`src/rtl/prio_seg_pkg.sv`:
```
// Shared constants for the priority-encoder / 7-segment scan tile.
// Segment codes are gfedcba, active high. Digit select codes are one-hot
// enables for the two display digits.
package prio_seg_pkg;

  localparam logic [6:0] SEG_0     = 7'b0111111;
  localparam logic [6:0] SEG_1     = 7'b0000110;
  localparam logic [6:0] SEG_2     = 7'b1011011;
  localparam logic [6:0] SEG_3     = 7'b1001111;
  localparam logic [6:0] SEG_4     = 7'b1100110;
  localparam logic [6:0] SEG_5     = 7'b1101101;
  localparam logic [6:0] SEG_6     = 7'b1111101;
  localparam logic [6:0] SEG_7     = 7'b0000111;
  localparam logic [6:0] SEG_8     = 7'b1111111;
  localparam logic [6:0] SEG_9     = 7'b1101111;
  localparam logic [6:0] SEG_BLANK = 7'b0000000;

  localparam logic [1:0] DIGIT_OFF  = 2'b00;
  localparam logic [1:0] DIGIT_ONES = 2'b01;
  localparam logic [1:0] DIGIT_TENS = 2'b10;

  // Which digit the scan is currently showing.
  typedef enum logic {
    PhaseOnes = 1'b0,
    PhaseTens = 1'b1
  } phase_e;

endpackage

```
`src/rtl/prio_enc_7seg_scan_if.sv`:
```
// Pin-side bundle of the priority-encoder / 7-segment scan tile.
//   data       : raw inputs, bit WIDTH-1 has highest priority
//   mode_latch : 0 = live, 1 = peak-hold
//   clear      : synchronous clear of the held/current index
//   segments   : gfedcba segment code, active high
//   digit_sel  : one-hot digit enable (01 ones, 10 tens)
//   none       : high when no index is valid (dp pin)
//   index      : registered index, test/debug
// master drives the inputs (tile pins / bench), slave is the tile itself.
interface prio_enc_7seg_scan_if #(
  parameter int unsigned WIDTH = 16
);
  localparam int unsigned IDXW = $clog2(WIDTH);

  logic [WIDTH-1:0] data;
  logic             mode_latch;
  logic             clear;
  logic [6:0]       segments;
  logic [1:0]       digit_sel;
  logic             none;
  logic [IDXW-1:0]  index;

  modport master (
    output data, mode_latch, clear,
    input  segments, digit_sel, none, index
  );

  modport slave (
    input  data, mode_latch, clear,
    output segments, digit_sel, none, index
  );
endinterface

```
`src/rtl/seg7_bcd_decode.sv`:
```
// Combinational BCD digit to 7-segment (gfedcba) decoder.
//   bcd_i : 4-bit digit; 10..15 decode to blank
//   seg_o : segment code, active high
module seg7_bcd_decode
  import prio_seg_pkg::*;
(
  input  logic [3:0] bcd_i,
  output logic [6:0] seg_o
);

  always_comb begin
    seg_o = SEG_BLANK;
    case (bcd_i)
      4'd0:    seg_o = SEG_0;
      4'd1:    seg_o = SEG_1;
      4'd2:    seg_o = SEG_2;
      4'd3:    seg_o = SEG_3;
      4'd4:    seg_o = SEG_4;
      4'd5:    seg_o = SEG_5;
      4'd6:    seg_o = SEG_6;
      4'd7:    seg_o = SEG_7;
      4'd8:    seg_o = SEG_8;
      4'd9:    seg_o = SEG_9;
      default: seg_o = SEG_BLANK;
    endcase
  end

endmodule

```
`src/rtl/prio_enc_7seg_scan.sv`:
```
// Priority encoder with time-multiplexed two-digit 7-segment display.
// Synchronises WIDTH raw inputs, registers the index of the highest set bit
// (live or peak-hold), and scans its decimal value over two digits, each
// shown for SCAN_DIV cycles.
//   clk, rst_n : clock, asynchronous active-low reset
//   bus        : slave side of prio_enc_7seg_scan_if (inputs, display, debug)
module prio_enc_7seg_scan
  import prio_seg_pkg::*;
#(
  parameter int unsigned WIDTH    = 16,
  parameter int unsigned SCAN_DIV = 1024
) (
  input  logic                 clk,
  input  logic                 rst_n,
  prio_enc_7seg_scan_if.slave  bus
);

  localparam int unsigned IDXW = $clog2(WIDTH);
  localparam int unsigned CntW = $clog2(SCAN_DIV);

  logic [WIDTH-1:0] sync1_q, sync2_q;
  logic [IDXW-1:0]  hi, idx_q, idx_d;
  logic             nz, none_q, none_d;
  logic [CntW-1:0]  cnt_q;
  phase_e           phase_q;
  logic [6:0]       seg_q, seg_d;
  logic [1:0]       dsel_q, dsel_d;
  logic             none_out_q;

  int unsigned      idx_wide;
  logic [3:0]       tens, ones, digit;
  logic [6:0]       digit_seg;
  logic             blank;

  // Highest set bit of the synchronised input; later bits overwrite earlier.
  always_comb begin
    hi = '0;
    for (int i = 0; i < WIDTH; i++) begin
      if (sync2_q[i]) hi = IDXW'(i);
    end
    nz = |sync2_q;
  end

  // clear beats everything; latch mode only moves on a new or higher index.
  always_comb begin
    idx_d  = idx_q;
    none_d = none_q;
    if (bus.clear) begin
      idx_d  = '0;
      none_d = 1'b1;
    end else if (!bus.mode_latch) begin
      idx_d  = hi;
      none_d = ~nz;
    end else if (nz && (none_q || hi > idx_q)) begin
      idx_d  = hi;
      none_d = 1'b0;
    end
  end

  always_comb begin
    idx_wide = 32'(idx_q);
    tens     = 4'(idx_wide / 10);
    ones     = 4'(idx_wide % 10);
    digit    = (phase_q == PhaseTens) ? tens : ones;
  end

  seg7_bcd_decode u_dec (
    .bcd_i (digit),
    .seg_o (digit_seg)
  );

  // Blank the whole display when nothing is valid, and a leading-zero tens digit.
  always_comb begin
    blank  = none_q || ((phase_q == PhaseTens) && (tens == 4'd0));
    seg_d  = blank ? SEG_BLANK : digit_seg;
    dsel_d = (phase_q == PhaseTens) ? DIGIT_TENS : DIGIT_ONES;
  end

  always_ff @(posedge clk or negedge rst_n) begin
    if (!rst_n) begin
      sync1_q    <= '0;
      sync2_q    <= '0;
      idx_q      <= '0;
      none_q     <= 1'b1;
      cnt_q      <= '0;
      phase_q    <= PhaseOnes;
      seg_q      <= SEG_BLANK;
      dsel_q     <= DIGIT_OFF;
      none_out_q <= 1'b1;
    end else begin
      sync1_q    <= bus.data;
      sync2_q    <= sync1_q;
      idx_q      <= idx_d;
      none_q     <= none_d;
      seg_q      <= seg_d;
      dsel_q     <= dsel_d;
      none_out_q <= none_q;
      if (cnt_q == CntW'(SCAN_DIV - 1)) begin
        cnt_q   <= '0;
        phase_q <= (phase_q == PhaseOnes) ? PhaseTens : PhaseOnes;
      end else begin
        cnt_q <= cnt_q + CntW'(1);
      end
    end
  end

  assign bus.segments  = seg_q;
  assign bus.digit_sel = dsel_q;
  assign bus.none      = none_out_q;
  assign bus.index     = idx_q;

endmodule

```
`src/flat_wrapper.sv`:
```
// flat-port wrapper written by rule: the top's interface ports become plain ports
module prio_enc_7seg_scan_flat import prio_seg_pkg::*;
#(
  parameter int unsigned WIDTH    = 16,
  parameter int unsigned SCAN_DIV = 1024
)
  (clk, rst_n, bus_data, bus_mode_latch, bus_clear, bus_segments, bus_digit_sel, bus_none, bus_index);
  prio_enc_7seg_scan_if #(.WIDTH(WIDTH)) bus_i ();
  input  logic clk;
  input  logic rst_n;
  input wire logic [$bits(bus_i.data)-1:0] bus_data;
  input wire logic [$bits(bus_i.mode_latch)-1:0] bus_mode_latch;
  input wire logic [$bits(bus_i.clear)-1:0] bus_clear;
  output wire logic [$bits(bus_i.segments)-1:0] bus_segments;
  output wire logic [$bits(bus_i.digit_sel)-1:0] bus_digit_sel;
  output wire logic [$bits(bus_i.none)-1:0] bus_none;
  output wire logic [$bits(bus_i.index)-1:0] bus_index;
  assign bus_i.data = bus_data;
  assign bus_i.mode_latch = bus_mode_latch;
  assign bus_i.clear = bus_clear;
  assign bus_segments = bus_i.segments;
  assign bus_digit_sel = bus_i.digit_sel;
  assign bus_none = bus_i.none;
  assign bus_index = bus_i.index;
  prio_enc_7seg_scan #(.WIDTH(WIDTH), .SCAN_DIV(SCAN_DIV)) u_core (.clk(clk), .rst_n(rst_n), .bus(bus_i));
endmodule
```
`config.mk`:
```
export PLATFORM = sky130hd
export DESIGN_NAME = prio_enc_7seg_scan_flat
export DESIGN_NICKNAME = d
export VERILOG_FILES = /design/src/rtl/prio_seg_pkg.sv /design/src/rtl/prio_enc_7seg_scan_if.sv /design/src/rtl/seg7_bcd_decode.sv /design/src/rtl/prio_enc_7seg_scan.sv /design/src/flat_wrapper.sv
export SDC_FILE = /design/constraint.sdc
export NUM_CORES = 1
export LEC_CHECK = 0
export CAP_MARGIN = 20
export CORE_AREA = 5 5 61 118
export CTS_CLUSTER_DIAMETER = 100
export DETAILED_ROUTE_END_ITERATION = 8
export DIE_AREA = 0 0 66 123
export MAX_ROUTING_LAYER = met4
export PLACE_DENSITY_LB_ADDON = 0.25
export SLEW_MARGIN = 30
export SYNTH_ARGS = -nofsm -noshare
export SYNTH_HDL_FRONTEND = slang
export SYNTH_SLANG_ARGS = --single-unit
```
`constraint.sdc`:
```
create_clock -name clk -period 4.5 [get_ports clk]
set_clock_uncertainty 0.15 [all_clocks]
set_input_delay 0.9 -clock clk [delete_from_list [all_inputs] [get_ports clk]]
set_output_delay 0.9 -clock clk [all_outputs]
set_load 0.02 [all_outputs]
```
== Yosys cells after proc, flatten, opt, wreduce, memory -nomap -nowiden ==
Memory sizes are Yosys's and may differ from the RTL's.
Cells that the tools add are included.
W data, S select, Z words.

* Register bits after elaboration: 58
* Bits in read-only memories: 112
* Word-level logic and storage cells: 49
* Memories: 1

* Add/subtract/negate cells: 1
* Div/mod/pow operators: 2
* Order comparisons: 1
* Eq/ne operators: 2
* Muxes and demuxes: 26
* Bitwise logic cells: 1
* Reductions and logical operators: 6

{| class="wikitable"
|+ Memory list
! memory !! depth !! width !! read ports !! clocked after Yosys merged registers in !! wr ports !! RTL line !! source
|-
| (no name shown) || 16 || 7 || 1 || 0 || 0 || seg7_bcd_decode.sv:13 || <nowiki>case (bcd_i)</nowiki>
|}

{| class="wikitable"
|+ Operator list
! cell !! number
|-
| $mux W4 || 18
|-
| $div A4 B4 Y32 const B || 1
|-
| $mod A4 B4 Y32 const B || 1
|-
| $reduce_or A16 Y1 || 1
|-
| $add A10 B1 Y10 const B || 1
|-
| $eq A10 B10 Y1 const B || 1
|-
| $mux W10 || 1
|-
| $mux W7 || 1
|-
| $mux W1 || 5
|-
| $gt A4 B4 Y1 || 1
|-
| $logic_not A4 Y1 || 1
|-
| $ne A3 B1 Y1 const B || 1
|-
| $logic_and A1 B1 Y1 || 2
|-
| $logic_or A1 B1 Y1 || 2
|-
| $mux W2 || 1
|-
| $not A1 Y1 || 1
|}

== Logic depth before layout (Yosys ltp) ==
* Depth after elaboration: 21
* Mapped depth: 10
* Gate-level depth less buffers: 10

== Cells and area by module ==
A second synthesis with hierarchy kept.

* Cell total of the unflattened synthesis: 187
* Area total of the unflattened synthesis: 2362.3 µm²

{| class="wikitable"
|+ By module, submodules not included
! module !! times used !! cells each !! area an instance (µm²) !! sequential area each (µm²)
|-
| prio_enc_7seg_scan || 1 || 159 || 2143.3 || 1453.9
|-
| seg7_bcd_decode || 1 || 28 || 219.0 || 0.0
|}

== Worst setup path before layout ==
OpenSTA, ideal clock, no wires.

* Kind: reg-to-reg
* Start: reg u_core.sync2_q[2]
* End: reg u_core.idx_q[1], in the netlist u_core.bus.index[1]
* Library setup time: 0.119 ns
* Data arrival time: 2.239 ns
* Data required time: 4.231 ns
* Setup slack: 1.992 ns
* Stages on the path, launching flop included: 11
* Path buffers: 0
* Clock period less this slack: 2.508 ns
* Cell sequence: dfrtp_1 -> nand2b_1 -> a221oi_1 -> nor4_1 -> o41a_1 -> ha_1 -> and4_1 -> o21a_1 -> a2bb2oi_2 -> mux2i_1 -> nor2_1

* Word-level cells in the longest chain between the ends: 18

{| class="wikitable"
|+ RTL lines
! element !! RTL line !! source
|-
| start: declaration || prio_enc_7seg_scan.sv:21 || <nowiki>logic [WIDTH-1:0] sync1_q, sync2_q;</nowiki>
|-
| start signal: assignment || prio_enc_7seg_scan.sv:92 || <nowiki>sync2_q <= sync1_q;</nowiki>
|-
| $mux W4 (14 in series) || prio_enc_7seg_scan.sv:39 || <nowiki>if (sync2_q[i]) hi = IDXW'(i);</nowiki>
|-
| $gt A4 B4 Y1 || prio_enc_7seg_scan.sv:54 || <nowiki>end else if (nz && (none_q || hi > idx_q)) begin</nowiki>
|-
| $logic_or A1 B1 Y1 || prio_enc_7seg_scan.sv:54 ||
|-
| $logic_and A1 B1 Y1 || prio_enc_7seg_scan.sv:54 ||
|-
| $ne A3 B1 Y1 (no line) || -- ||
|-
| end signal: assignment || prio_enc_7seg_scan.sv:93 || <nowiki>idx_q <= idx_d;</nowiki>
|-
| end: declaration || prio_enc_7seg_scan.sv:22 || <nowiki>logic [IDXW-1:0] hi, idx_q, idx_d;</nowiki>
|}

Several ways; a longest one is shown, not always the timed one. The select of a mux whose other input is x is not followed.
A chain may end at the register's enable or synchronous reset.

== Worst setup path after layout ==
* Start: reg u_core.sync2_q[2]
* End: reg u_core.idx_q[2], in the netlist u_core.bus.index[2]

* Word-level cells in the longest chain between the ends: 18

{| class="wikitable"
|+ RTL lines
! element !! RTL line
|-
| $mux W4 (14 in series) || prio_enc_7seg_scan.sv:39
|-
| $gt A4 B4 Y1 || prio_enc_7seg_scan.sv:54
|-
| $logic_or A1 B1 Y1 || prio_enc_7seg_scan.sv:54
|-
| $logic_and A1 B1 Y1 (*) || prio_enc_7seg_scan.sv:54
|-
| $ne A3 B1 Y1 (no line) (*) || --
|}

Every way passes the cells marked *; elsewhere a longest branch is shown, timed or not.

==> impl_results.md <==
- Status: finished clean
- Critical Path End: u_core.bus.index[2]
- DRT antenna net count: 0
- Met2 usage: 0.175
- Final setup vio count: 0
- Reg2reg end: u_core.bus.index[2]
- Post-synthesis sequential area ratio: 0.642
- # IOs: 34
- Top Usage Layer GRT: met2
- Dpl hpwl: 2730 microns
- WP data arrival: 2.82 ns
- Critical path endpoint category: flip-flop
- Library cells used by synthesis: 43
- Clock slew at reported path FFs: 0.05 ns
- Synth-to-layout area growth: 33.7%
- Initial antenna violation count: 0
- WL final: 3760 microns
- Worst reg2reg setup slack: 1.74 ns
- Hold_buf cts: 0
- Worst skew pair latency: 0.33 ns
- Vias: 1492
- # clock sinks: 58
- Post-synth EDFFs: 0
- Fmax: 362 MHz
- Prevailing post-synth register cell: dfrtp_1
- Max-Cap Viols: 0
- Min-delay worst type: reg2reg
- Vias in the first global route: 1562
- Reg2Reg Launch Point: u_core.sync2_q[2]
- Static Leak: 1.33 nW
- Row cnt: 41
- Reg power frac: 0.399
- Syn_area_per_cell: 12.8 sq um
- RSZ-0062 raised after global routing: no
- Worst-path fanout max: 5
- Cell count after synthesis: 177
- Core footprint: 6210 sq um
- Worst reg2reg path depth: 10
- CTS root buf: clkbuf_16
- DIE HEIGHT: 123 microns
- Commonest non-fill, non-tap cell in the layout: dfrtp_1
- Number of hold violations in the final report: 0
- # diodes: 0
- Overflow after GRT: 0
- First-pass GRT wire length: 6570 microns
- CTS Buffer Depth: 2
- Total track usage: 0.115
- Starting Density: 0.365
- Final period util: 0.614
- Area of the multi-input gates: 768 sq um
- CP required: 4.55 ns
- Commonest cells after routing, fill and taps aside: dfrtp_1, clkdlybuf4s50_1, nor2_1
- Maximum VDD drop: 0.242 mV
- Met1 usage: 0.114
- Dpl ws: 1.77 ns
- Critical path class: reg2reg
- H-tree depth: 3
- Tmin final: 2.76 ns
- CTS tree: built
- Hold path cells: 0
- Relative slew slack: 0.540
- Pwr dens: 469 nW/um^2
- Num CTS Buffers: 9
- Crit. Startpoint: u_core.sync2_q[2]
- CP Launch Type: flip-flop
- Setup TNS: 0 ns
- Worst Max-Slew Pin Slew: 0.691 ns
- Layout Nets: 251
- Clock power frac: 0.511
- Initial DRC count: 49
- Post-layout worst setup margin: 1.74 ns
- Internal power: 1.11 mW
- WL/cell: 12.1 microns
- Sw Pwr: 0.308 mW
- FF/Latch Area: 1450 sq um
- Fill count: 543
- Combinational cell fraction of total power: 0.090
- # DRC: 0
- Synth Cell Area: 2260 sq um
- Slew Limit Fails: 0
- Met3 GRT Util: 0.0455
- Largest net degree at the start of global routing: 35
- Full die area: 8120 sq um
- GP Congestion: 0.773
- Post-CTS setup buffer count: 0
- Die Wd: 66 microns
- Worst hold slack: 0.194 ns
- Fraction of power spent switching nets: 0.217
- Share of cells above drive strength 1: 0.115
- I/O Buffers: 33
- Vias per std cell: 4.78
- Mapped Nets: 207
- Syn. warnings: 0
- Asr flop ratio synth: 1.00
- 1st-pass router iterations: 4
- Yosys reg bits: 58
- Post-CTS Resized: 0
synthesized netlist by cell type (2+ instances only):
cell type  number  share of area
nand3_1         4         0.0088
xor2_1          3          0.012
o21ai_0         3         0.0066
dfrtp_1        56           0.62
nor2_1         19          0.031
ha_1           10          0.055
and4_1          4          0.015
dfstp_2         2          0.023
mux2_1          2         0.0099
nand2_1         8          0.013
inv_1          10          0.017
mux2i_1         2         0.0088
xnor2_1         6          0.023
a21o_1          2         0.0066
and3_1          2         0.0055
nand2b_1        2         0.0055
nor2b_1         4          0.011
nor4_1          5          0.014
a21oi_1         8          0.018
a31oi_1         2         0.0055
cell type report:
class	count	share of cell area
Sequential cell	58	0.480
Multi-Input combinational cell	108	0.254
Timing Repair Buffer	34	0.110
Clock buffer	10	0.0789
Tap cell	86	0.0355
Clock inverter	6	0.0293
Inverter	10	0.0124
flip-flops by register name (all words and copies together) (netlist names):
name / flops
u_core.sync1_q: 16
u_core.cnt_q: 10
u_core.bus.none: 1
u_core.bus.segments: 7
u_core.none_q: 1
u_core.bus.index: 4
u_core.bus.digit_sel: 2
u_core.sync2_q: 16
u_core.phase_q: 1
layer usage:
| layer | wire length [microns] | up-vias |
|---|---|---|
| met5 | 0 | - |
| met3 | 222 | 13 |
| met4 | 159 | 0 |
| met2 | 1860 | 39 |
| met1 | 1520 | 723 |
| li1 | - | 717 |
metrics by stage:
| step | cell area (sq um) | utilization | power [mW] | cells |
|---|---|---|---|---|
| 4_1_cts | 3030 | 0.488 | 1.45 | 312 |
| 6_report | 3030 | 0.488 | 1.42 | 312 |
| 5_1_grt | 3030 | 0.488 | 1.48 | 312 |
| 2_1_floorplan | 2260 | - | 0.640 | 177 |
| 3_3_place_gp | 2700 | 0.435 | 0.702 | 296 |
| 3_5_place_dp | 2700 | 0.435 | 0.705 | 296 |
worst max-delay path, cell delays in order, from the launching register on:
cell and delay [ns]:
dfrtp_1 0.38, nand2b_1 0.14, a221oi_1 0.27, nor4_1 0.08
o41a_1 0.36, ha_1 0.31, and4_1 0.16, o21a_1 0.21
a2bb2oi_2 0.28, mux2i_1 0.22, nor2_1 0.06
power groups by stage:
stage,clock [mW],sequential (mW),combinational (mW)
after floorplan,0,0.587,0.0525
after global placement,0,0.575,0.127
after detailed placement,0,0.575,0.130
after CTS,0.749,0.566,0.131
after global routing,0.773,0.570,0.143
final,0.726,0.566,0.128
how the worst min path moves through the flow:
stage,start,end
after floorplan,u_core.sync1_q[0],u_core.sync2_q[0]
after global placement,u_core.sync1_q[15],u_core.sync2_q[15]
after detailed placement,u_core.sync1_q[11],u_core.sync2_q[11]
after CTS,u_core.sync1_q[6],u_core.sync2_q[6]
after global routing,u_core.sync1_q[6],u_core.sync2_q[6]
final,u_core.sync1_q[7],u_core.sync2_q[7]
logic make-up after synthesis:
family | share of synthesized area
flops | 0.642
simple gates | 0.122
compound gates | 0.109
buf+inv | 0.0188
fa+ha+maj | 0.0552
xor+xnor | 0.0348
mux | 0.0188
Power figures use the tool's default switching activity.
